### src/rtl/i3c_scl_gen.sv
// i3c_scl_gen: SCL phase generator with push-pull/open-drain timing, stretch detection and bit handshake
module i3c_scl_gen #(
  parameter int CNT_W = 8
) (
  input  logic             CLK,
  input  logic             RSTn,
  input  logic [CNT_W-1:0] cfg_pp_low,
  input  logic [CNT_W-1:0] cfg_pp_high,
  input  logic [CNT_W-1:0] cfg_od_low,
  input  logic [CNT_W-1:0] cfg_od_high,
  input  logic             bit_od,
  input  logic             bit_req,
  output logic             bit_ack,
  output logic             bit_done,
  input  logic             abort,
  input  logic             scl_in,
  output logic             scl_o,
  output logic             scl_oe,
  output logic             fall_stb,
  output logic             rise_stb,
  output logic             stretched
);
  typedef enum logic [1:0] {IDLE, LOW, HWAIT, HIGH} state_t;
  state_t st, st_n;
  logic [CNT_W-1:0] cnt, cnt_n, hi_q, hi_n;
  logic od_q, od_n, first, first_n, s1, s2, last, accept;

  function automatic logic [CNT_W-1:0] len_m1(input logic [CNT_W-1:0] v);
    return (v == '0) ? '0 : v - CNT_W'(1);
  endfunction

  assign last   = cnt == '0;
  assign accept = !abort && bit_req && (st == IDLE || (st == HIGH && last));

  // Two-flop synchronizer for the SCL pad sense, idling high like the bus
  always_ff @(posedge CLK or negedge RSTn) begin
    if (!RSTn) begin
      s1 <= 1'b1;
      s2 <= 1'b1;
    end else begin
      s1 <= scl_in;
      s2 <= s1;
    end
  end

  // State, phase counter, captured bit mode and first-cycle-of-phase flag
  always_ff @(posedge CLK or negedge RSTn) begin
    if (!RSTn) begin
      st    <= IDLE;
      cnt   <= '0;
      hi_q  <= '0;
      od_q  <= 1'b0;
      first <= 1'b0;
    end else begin
      st    <= st_n;
      cnt   <= cnt_n;
      hi_q  <= hi_n;
      od_q  <= od_n;
      first <= first_n;
    end
  end

  // Next-state: phases end at count 0; acceptance and abort override the per-state step
  always_comb begin
    st_n    = st;
    cnt_n   = cnt;
    hi_n    = hi_q;
    od_n    = od_q;
    first_n = 1'b0;
    case (st)
      LOW: begin
        cnt_n = last ? cnt : cnt - CNT_W'(1);
        if (last) begin
          st_n    = od_q ? HWAIT : HIGH;
          cnt_n   = od_q ? cnt : hi_q;
          first_n = !od_q;
        end
      end
      HWAIT: begin
        st_n    = s2 ? HIGH : HWAIT;
        cnt_n   = s2 ? hi_q : cnt;
        first_n = s2;
      end
      HIGH: begin
        st_n  = last ? IDLE : HIGH;
        cnt_n = last ? cnt : cnt - CNT_W'(1);
      end
      default: ;
    endcase
    if (accept) begin
      st_n    = LOW;
      cnt_n   = len_m1(bit_od ? cfg_od_low : cfg_pp_low);
      hi_n    = len_m1(bit_od ? cfg_od_high : cfg_pp_high);
      od_n    = bit_od;
      first_n = 1'b1;
    end
    if (abort) begin
      st_n    = IDLE;
      cnt_n   = '0;
      first_n = 1'b0;
    end
  end

  assign scl_o     = st != LOW;
  assign scl_oe    = st == LOW || (st == HIGH && !od_q);
  assign fall_stb  = st == LOW && first;
  assign bit_ack   = fall_stb;
  assign rise_stb  = st == HIGH && first;
  assign stretched = st == HWAIT;
  assign bit_done  = !abort && st == HIGH && last;
endmodule

### config.mk
export PLATFORM = sky130hd
export DESIGN_NAME = i3c_scl_gen
export DESIGN_NICKNAME = d
export VERILOG_FILES = /design/src/rtl/i3c_scl_gen.sv
export SDC_FILE = /design/constraint.sdc
export NUM_CORES = 1
export LEC_CHECK = 0
export CORE_ASPECT_RATIO = 1.5
export CORE_MARGIN = 2
export CORE_UTILIZATION = 40
export DETAILED_ROUTE_END_ITERATION = 12
export PLACE_DENSITY = 0.66
export SETUP_SLACK_MARGIN = 0.3
export SYNTH_ARGS = -nofsm -noshare
export SYNTH_HDL_FRONTEND = slang
export SYNTH_SLANG_ARGS = --single-unit
export TNS_END_PERCENT = 50
### constraint.sdc
create_clock -name CLK -period 2.54 [get_ports CLK]
set_input_delay 0.635 -clock CLK [delete_from_list [all_inputs] [get_ports CLK]]
set_output_delay 0.635 -clock CLK [all_outputs]
set_load 0.01 [all_outputs]
==> key figures <==
Cells and area
  – Most common cell after layout, fill and taps aside: clkdlybuf4s50_1
  – Antenna diodes: 0
  – Share of cells above drive strength 1: a little over a quarter
  – Area growth syn-to-layout: 51.7%
  – Commonest non-fill, non-tap cells in the layout: clkdlybuf4s50_1, buf_4, dfrtp_1, a21oi_1
  – Final layout net count: about 340

GRT
  – Initial antenna violation count: 0
  – Total gr overflow: 0
  – Vias in the first global route: 1,970
  – Pin count of the biggest net entering global routing: 23
  – Total GRT Usage: between 20 and 25%
  – First-pass GRT wire length: 8.90 mm

Timing
  – RSZ-0062 raised after global routing: yes
  – Slew Limit Fails: 0
  – Tcrit/Tclk final: 87.9%
  – Worst slew pin tran: 476 ps
  – Final hold slack: around 360 ps
  – Finish-stage setup viols: 0
  – Slew headroom: 68.2%
  – Fmax: about 450 MHz
  – Period minus WS final: 2230 ps
  – Clk_skew: 3.09 ps
  – Fin. Hold Viols: 0

Power and ir drop
  – Comb power frac: 65.1%
  – Sw Share: 43.4%
  – Leak Pwr: 1.21 nW
  – Worst vdd ir: around 380 uV
  – Part of the power in registers: 23.2%
  – P_sw: roughly 1.2 mW
  – Pwr/cell area: about 960 mW/mm^2
  – Clock power share: 11.7%
  – Pint: 1.62 mW
  – Final Power: 2.86 mW

Floorplanning
  – Die Ht: approximately 90 um
  – Initial core utilization: 41.0%
  – Rows: 31
  – Core ar.: 0.00477 mm^2
  – Die area: 0.00548 mm^2
  – Io pins: 45
  – Die W: around 61 um

Synthesis
  – Syn. warnings: 0
  – Ys async rst share: 100%
  – Post-Synth Simple-Gate Area: between 15 and 20%
  – Post-Syn Instances: 220
  – Syn Nets: between 200 and 300
  – XOR/XNOR Fraction of Synth Area: roughly 4.9%
  – Largest family of logic cells by synthesized area: compound AO/OA/AOI/OAI gates
  – Post-synth EDFFs: 0
  – Avg Inst Size Synth: 8.90 um^2
  – Leading area contributor after synthesis: dfrtp_1
  – Post-synth top area share: 25.6%
  – Synth Area in Adders: 6.39%
  – Synth area leaders: dfrtp_1, mux2i_1, ha_1
  – #FFs+latches synth: 22
  – Register area share after synthesis: 28.2%
  – Top FF cell, synth: dfrtp_1
  – Synth cell types: 56
  – Mapped cell area: 0.00196 mm^2
  – Synth Area in Compound Gates: around 27%
  – Post-synthesis mux area share: 7.73%

Clock tree
  – Htree depth: 1
  – Clk root buf: clkbuf_8
  – Clock transition at path regs: 80 ps
  – Max clock buf depth: 2
  – Cts hold-fix bufs: 0
  – Worst skew pair latency: 270 ps
  – CTS tree: built
  – TritonCTS Sinks: 22
  – CTS Buf Count: 3

Worst setup path
  – Setup crit start kind: flop
  – Capturing point of the worst reg2reg path: hi_q[4]
  – Required time of the critical path: 1900 ps
  – RR Startpoint: cnt[0]
  – Worst reg2reg setup slack: 330 ps
  – Crit-path leading delay family: buffers and inverters
  – CP max FO: 3
  – Crit. End Element: output port
  – Cell breakdown of the critical path: buf_4 -> ha_4 -> and2_1 -> clkdlybuf4s50_1
  – Slowest cell on crit path: clkdlybuf4s50_1
  – FF-to-FF path depth: 8
  – Critical path arrival: 1600 ps
  – Max incr delay on CP: 480 ps
  – CP Buf/Inv Count: 2
  – Worst setup path class: flop to output port

Flow run
  – # Max-Cap Violations: 0

Outcome
  – Outcome: finished clean

Worst hold path
  – Hold path cells: 0
  – Worst Hold End: s2
  – Worst Min Path Start: s1
  – Hold Crit Class: flop to flop

Route
  – Drt wl/cell: 15.8 um
  – Routed WL: 5.65 mm
  – DRT Pass-1 Iters: 4
  – Antenna Violating Nets Remaining: 0
  – Vias: 2,039
  – Post-route DRC violation count: 0
  – DR vias/cell: 5.70
  – DR iter-0 viols: 82

Place
  – # port buffers: 44
  – Post-detail-place hpwl: 4.15 mm
  – RePlAce Congestion: approximately 0.85
cells in the mapped netlist (3+ instances only):
cell / n
a21o_1: 5
a21oi_1: 14
a22o_1: 7
a31oi_1: 3
a32o_1: 4
and2_1: 3
buf_2: 5
clkbuf_1: 5
dfrtp_1: 20
ha_1: 10
inv_1: 13
mux2i_1: 14
nand2_1: 8
nand2b_1: 5
nand3_1: 10
nor2_1: 10
nor2b_1: 3
nor3_1: 9
nor3b_1: 3
o2111ai_1: 5
o211ai_1: 3
o21ai_0: 7
o32ai_1: 3
xnor2_1: 8
xor2_1: 3
how the worst max path moves through the flow:
| stage | startpoint | to | slack, ps | cells after the start |
|---|---|---|---|---|
| detailed placement | bit_od | cnt[5] | -80 | 7 |
| global route | cnt[0] | bit_done | 220 | 6 |
| global placement | bit_od | cnt[5] | -60 | 8 |
| CTS | cnt[0] | bit_done | 170 | 6 |
| finish | st[1] | rise_stb | 310 | 4 |
| floorplan | bit_od | cnt[6] | 330 | 10 |
sequential cells by signal, summed over array words and instances, names as in the netlist:
signal / flops
od_q: 1
first: 1
st: 2
hi_q: 8
cnt: 8
s1: 1
s2: 1
what timing repair did:
item | in CTS | in global routing
gates resized for setup | 18 | 31
pin swaps | 0 | 10
endpoints found under the hold margin | 0 | 0
setup buffers | 5 | 7
setup endpoints to repair | 17 | 23
routing by layer:
| metal | track usage (%) | wire, um | share of wire (%) |
|---|---|---|---|
| met1 | 23.4 | 2090 | 37 |
| met2 | 39.7 | 3170 | 56 |
| met3 | 1.43 | 179 | 3.2 |
| met4 | 12.1 | 210 | 3.7 |
| met5 | 0 | 0 | 0 |
power by group through the flow:
stage	Clock [mW]	Sequential, mW	Combinational [mW]
floorplan	0	0.609	1.07
global placement	0	0.644	1.53
detailed placement	0	0.644	1.53
CTS	0.337	0.654	1.61
global route	0.351	0.679	2.04
finish	0.334	0.664	1.86
cells by family (layout without fill, tap and decap cells):
group / after synthesis / in the layout
AOI/OAI and AO/OA: 70 / 70
and+or+nand+nor: 66 / 66
buffers and inverters: 26 / 98
DFF: 22 / 22
muxes: 15 / 15
xor gates and xnor gates: 11 / 11
adders and majority gates: 10 / 10
final cells by class:
class                   instances  area, um^2
clock buffers                   3        41.3
flip-flops and latches         22         554
clock inverters                 1        30.0
fillers                       434        1800
well taps                      66        82.6
repair buffers                 81         719
inverters                      13        48.8
multi-input cells             172        1490
per-stage QoR:
stage | util, % | TNS (ps) | instances | setup slack (ps) | instance area [um^2]
3_3_place_gp | 54.5 | -99.6 | 342 | -59.0 | 2600
4_1_cts | 58.0 | 0 | 351 | 168 | 2770
3_5_place_dp | 54.5 | -164 | 342 | -84.0 | 2600
2_1_floorplan | - | 0 | 220 | 328 | 1980
5_1_grt | 62.3 | 0 | 358 | 221 | 2970
6_report | 62.3 | 0 | 358 | 307 | 2970
Note: power is estimated with default switching activity, not from simulation.
==> edit 1 (same flow settings) <==
The parameter `CNT_W` goes from 8 to 12.
--- a/src/rtl/i3c_scl_gen.sv
+++ b/src/rtl/i3c_scl_gen.sv
@@ -2,3 +2,3 @@
 module i3c_scl_gen #(
-  parameter int CNT_W = 8
+  parameter int CNT_W = 12
 ) (
Ports: changed (resized cfg_od_high, cfg_od_low, cfg_pp_high and cfg_pp_low); port bits go from 45 to 61. The function was not compared with the original's and may differ.
==> edit 1 against the unedited design <==
- global-route usage increased by 0.097 points
- sequential power increased by 30%
- worst setup slack got worse by 0.056 ns
- design area increased by 41%
- synthesized area increased by 46%
- total power increased by 27%
- routed wire length increased by 43%
- via count increased by 40%
- sequential cell count increased by 8
- clock power increased by 51%
- largest cell class unchanged
- highest routed layer unchanged
==> edit 1: results (changes against the unedited design) <==
- The count of distinct cell types in the synthesized netlist is 63 (was 56).
- The fraction of layout instances using a drive strength above 1 is 0.2546 (was 0.2603).
- The data arrival time of the critical path is 1.65 ns (was 1.60 ns).
- The final clock skew is 0.004735 ns (was 0.003088 ns).
- The wire length after detailed routing came to 8.050 mm (was 5.649 mm).
- The pin count of the biggest net entering global routing is 31 (was 23).
- The count of input and output buffers is 60 (was 44).
- The number of nets produced by synthesis is 385 (was 268).
- The instance area at placement came to 3864 um2 (was 2601 um2).
- The leakage power total is 1.784 nW (was 1.214 nW).
- The total routing resource utilization after global routing is 0.2160 (was 0.2150).
- The family with the most delay on the worst path is buffers and inverters (unchanged).
- The worst min-delay path startpoint is s1 (unchanged).
- The net total in the final layout is 496 (was 341).
- The fraction of the yosys area taken by sequential cells is 0.2629 (was 0.2824).
- Regs by FF count: cnt (12), hi_q (12), st (2) (was cnt (8), hi_q (8), st (2)).
- Outcome: finished clean (unchanged).
- The count of final hold-check violations was 0 (unchanged).
- The global placement routability congestion is 0.8821 (was 0.8482).
- The initial DRC count is 95 (was 82).
- Post-synth top cells: sky130_fd_sc_hd__dfrtp_1 (28), sky130_fd_sc_hd__nor2_1 (27), sky130_fd_sc_hd__nand2_1 (23), sky130_fd_sc_hd__mux2i_1 (21), sky130_fd_sc_hd__xnor2_1 (19) (was sky130_fd_sc_hd__dfrtp_1 (20), sky130_fd_sc_hd__a21oi_1 (14), sky130_fd_sc_hd__mux2i_1 (14), sky130_fd_sc_hd__inv_1 (13)).
- The critical-path cell with the highest stage delay was sky130_fd_sc_hd__clkdlybuf4s50_1 (unchanged).
- The via count of the first global-routing pass is 2,821 (was 1,970).
- The routed via count divided by cell count is 5.588 (was 5.696).
- Synth top area cells: sky130_fd_sc_hd__dfrtp_1 (24%), sky130_fd_sc_hd__mux2i_1 (7.3%), sky130_fd_sc_hd__xnor2_1 (5.8%) (was sky130_fd_sc_hd__dfrtp_1 (26%), sky130_fd_sc_hd__mux2i_1 (7.2%), sky130_fd_sc_hd__ha_1 (6.4%)).
- The detailed-placement wirelength estimate is 6.482 mm (was 4.154 mm).
- The maximum fanout along the worst path is 8 (was 3).
- The number of H-tree levels is 2 (was 1).
- The highest ir drop seen on vdd was 0.3446 mV (was 0.3806 mV).
- The highest cell delay on the worst timing path is 0.55 ns (was 0.48 ns).
- The final worst hold slack was 0.3594 ns (was 0.3624 ns).
- The minimum setup slack among reg-to-reg paths is 0.37 ns (was 0.33 ns).
- The reg-to-reg critical path startpoint is st[1] (was cnt[0]).
- The critical register-to-register path endpoint is cnt[5] (was hi_q[4]).
- The worst-case hold path end point is s2 (unchanged).
- The wire length of the first global-routing pass came to 13.36 mm (was 8.901 mm).
- The relative max-transition margin came to 0.7161 (was 0.6819).
- The clock transition time at the flip-flop clock pins of the worst setup and hold paths is 0.07 ns.
- The clock buffer count from CTS is 5 (was 3).
edit 1: changes by cell type in the layout (fill, tap and decap cells not counted), moves of 7 or more:
cell / delta
sky130_fd_sc_hd__mux2i_1: +10
sky130_fd_sc_hd__nor2_1: +16
sky130_fd_sc_hd__nand2_1: +15
sky130_fd_sc_hd__xor2_1: +7
sky130_fd_sc_hd__dfrtp_1: +8
sky130_fd_sc_hd__buf_4: +21
sky130_fd_sc_hd__xnor2_1: +11
sky130_fd_sc_hd__dlymetal6s2s_1: +8
sky130_fd_sc_hd__nor3_1: +10
edit 1: area by class of cell:
cell class	instances	area, um2
Timing Repair Buffer	118	1074
Fill cell	619	2723
Multi-Input combinational cell	270	2111
Inverter	6	22.52
Clock buffer	7	86.33
Tap cell	78	97.59
Sequential cell	30	754.5
Clock inverter	1	30.03
edit 1: power by group:
part	internal (W)	switching [W]	total (W)
logic	0.00111	0.00116	0.00227
registers	0.000666	0.000200	0.000866
clock network	0.000320	0.000185	0.000505
total	0.00209	0.00154	0.00364
edit 1: how the worst max path moves through the flow:
| stage | cells past startpoint | start | end |
|---|---|---|---|
| 6_report | 3 | st[0] | stretched |
| 5_1_grt | 3 | st[0] | stretched |
| 4_1_cts | 3 | st[0] | stretched |
| 3_5_place_dp | 6 | abort | hi_q[8] |
| 3_3_place_gp | 8 | cfg_od_low[6] | cnt[1] |
| 2_1_floorplan | 11 | bit_od | cnt[8] |
edit 1: metrics by stage:
step / std cells / setup slack (ns)
final: 510 / 0.2513
after CTS: 503 / 0.2067
after global placement: 492 / -0.04435
after floorplan: 320 / -0.03832
after detailed placement: 492 / -0.06204
after global routing: 510 / 0.1983
edit 1: kinds of logic (layout without fill, tap and decap cells):
kind of cell,count (synthesis),in the layout,share of synthesized area
AND/OR/NAND/NOR,123,123,0.2576
XOR/XNOR,29,29,0.08865
buffers and inverters,20,132,0.04192
AO/OA/AOI/OAI,85,85,0.2236
flip-flops,30,30,0.2629
adder cells (fa/ha/maj),11,11,0.04803
multiplexers,22,22,0.07729
edit 1: layer usage:
metal	wire (um)	share of wire	track usage
met1	3198	0.40	0.2512
met2	4544	0.56	0.4125
met3	203	0.025	0.01498
met4	103	0.013	0.05556
met5	0	0	0
edit 1: timing repair:
action	CTS	global route
setup endpoints to repair	28	25
setup buffers	3	7
pin swaps	3	8
resized for setup	19	23
==> edit 2 (config.mk and constraints unchanged) <==
Without the edit above. Take the reset off `hi_q` and load it in a clocked block of its own.
--- a/src/rtl/i3c_scl_gen.sv
+++ b/src/rtl/i3c_scl_gen.sv
@@ -50,3 +50,2 @@
       cnt   <= '0;
-      hi_q  <= '0;
       od_q  <= 1'b0;
@@ -56,3 +55,2 @@
       cnt   <= cnt_n;
-      hi_q  <= hi_n;
       od_q  <= od_n;
@@ -60,2 +58,6 @@
     end
+  end
+
+  always_ff @(posedge CLK) begin
+    hi_q <= hi_n;
   end
Formal check against the unedited RTL: no difference found for any inputs over 10 cycles, from zero or initial values and one cycle with RSTn low; that may be too few to reach the edited logic, so the function may still have changed.
==> edit 2 against the unedited design <==
- largest power group unchanged
- total power fell by 14%
- critical path type is now flip-flop to flip-flop
- design area fell by 0.93%
- count of clock-buffer cells in the layout rose by 1
- sequential cell count did not move
- worst setup slack got worse by 0.023 ns
- routed wire length fell by 7.9%
- synthesized area fell by 2.6%
==> edit 2: results (changes against the unedited design) <==
- For the worst-skew pair, the clock arrives at the later sink with an insertion delay of 0.26 ns.
- The number of iterations in the first detailed-routing pass is 4 (unchanged).
- Post-synth top cells: sky130_fd_sc_hd__nand2_1 (20), sky130_fd_sc_hd__nor2_1 (20), sky130_fd_sc_hd__o21ai_0 (19), sky130_fd_sc_hd__mux2i_1 (17), sky130_fd_sc_hd__a21oi_1 (13) (was sky130_fd_sc_hd__dfrtp_1 (20), sky130_fd_sc_hd__a21oi_1 (14), sky130_fd_sc_hd__mux2i_1 (14), sky130_fd_sc_hd__inv_1 (13)).
- The clock buffer count from CTS is 3 (unchanged).
- The total routing resource utilization after global routing is 0.2115 (was 0.2150).
- The leakage power total is 1.287 nW (was 1.214 nW).
- Synth top area cells: sky130_fd_sc_hd__dfrtp_1 (16%), sky130_fd_sc_hd__edfxtp_1 (13%), sky130_fd_sc_hd__mux2i_1 (8.9%) (was sky130_fd_sc_hd__dfrtp_1 (26%), sky130_fd_sc_hd__mux2i_1 (7.2%), sky130_fd_sc_hd__ha_1 (6.4%)).
- The number of flops mapped to enable cells by yosys was 8 (was 0).
- The final worst hold slack came to 0.3579 ns (was 0.3624 ns).
- The detailed-placement wirelength estimate is 4.083 mm (was 4.154 mm).
- The critical register-to-register path endpoint is cnt[2] (was hi_q[4]).
- The global placement routability congestion is 0.8962 (was 0.8482).
- The layout filler cell count was 410 (was 434).
- The fraction of the yosys area taken by sequential cells was 0.3110 (was 0.2824).
- The critical-path cell with the highest stage delay is sky130_fd_sc_hd__or4_4 (was sky130_fd_sc_hd__clkdlybuf4s50_1).
- The pin count of the biggest net entering global routing is 15 (was 23).
- The length in cells of the worst reg-to-reg path is 6 (was 8).
- The count of distinct cell types in the synthesized netlist is 48 (was 56).
- The final clock skew is 0.001144 ns (was 0.003088 ns).
- The net total in the final layout is 351 (was 341).
- The wire length of the first global-routing pass is 8.590 mm (was 8.901 mm).
- The relative max-transition margin came to 0.5705 (was 0.6819).
- The routed via count divided by cell count is 5.270 (was 5.696).
- The family with the most delay on the worst path is simple AND/OR/NAND/NOR gates (was buffers and inverters).
- The startpoint of the worst setup timing path is cnt[2] (was st[1]).
- The switching power was 0.001055 W (was 0.001242 W).
- The highest cell delay on the worst timing path is 0.59 ns (was 0.48 ns).
- The wire length after detailed routing is 5.201 mm (was 5.649 mm).
- The initial DRC count is 95 (was 82).
- The maximum fanout along the worst path is 6 (was 3).
- The worst hold path stage count is 0 (unchanged).
- Outcome: finished clean (unchanged).
- The fraction of layout instances using a drive strength above 1 is 0.2550 (was 0.2603).
- The data arrival time of the critical path was 2.44 ns (was 1.60 ns).
- The share of synthesized flip-flops with an asynchronous set or reset was 0.6364 (was 1.000).
- The minimum setup slack among reg-to-reg paths is 0.28 ns (was 0.33 ns).
- The highest ir drop seen on vdd was 0.3091 mV (was 0.3806 mV).
- The via count of the first global-routing pass is 1,963 (was 1,970).
edit 2: worst max path at each step:
stage	to
6_report	cnt[2]
5_1_grt	bit_done
3_3_place_gp	cnt[5]
2_1_floorplan	cnt[1]
4_1_cts	fall_stb
3_5_place_dp	cnt[1]
edit 2: logic make-up (layout without fill, tap and decap cells):
| logic type | Yosys count | count (layout) | share of synthesized area |
|---|---|---|---|
| mux | 18 | 18 | 0.09514 |
| fa+ha+maj | 10 | 10 | 0.06562 |
| buf+inv | 20 | 102 | 0.05315 |
| compound gates | 56 | 56 | 0.1916 |
| xor+xnor | 16 | 16 | 0.07349 |
| flops | 22 | 22 | 0.3110 |
| simple gates | 78 | 78 | 0.2100 |
edit 2: timing repair:
| action | CTS | global route |
|---|---|---|
| cloned | 1 | 0 |
| setup endpoints to repair | 22 | 21 |
| buffers inserted | 7 | 2 |
| resized for setup | 19 | 16 |
| pin swaps | 1 | 1 |
| hold buffers | 0 | 0 |
edit 2: stage by stage:
step | cell area (um2) | cells | worst slack, ns
6_report | 2943 | 366 | 0.2842
3_3_place_gp | 2649 | 352 | -0.05563
3_5_place_dp | 2649 | 352 | -0.1193
4_1_cts | 2859 | 364 | 0.2161
5_1_grt | 2943 | 366 | 0.1987
2_1_floorplan | 1968 | 220 | 0.2880
edit 2: layer usage:
metal	GRT usage	share of wire
met1	0.2209	0.36
met2	0.3962	0.56
met5	0	0
met3	0.02193	0.040
met4	0.1172	0.031
edit 2: final cells by class:
type                            count  area (um2)  share of cell area
Clock buffer                        4       55.05             0.01871
Multi-Input combinational cell    178        1363              0.4630
Tap cell                           64       80.08             0.02721
Timing Repair Buffer               86       804.5              0.2734
Inverter                           12       45.04             0.01531
Sequential cell                    22       595.6              0.2024
edit 2: power by group through the flow:
stage                     Sequential, W  Combinational [W]  Clock, W
after floorplan                0.000544           0.000961         0
after global placement         0.000571            0.00143         0
after detailed placement       0.000572            0.00143         0
after CTS                      0.000567            0.00154  0.000250
after global routing           0.000593            0.00181  0.000264
final                          0.000582            0.00165  0.000242
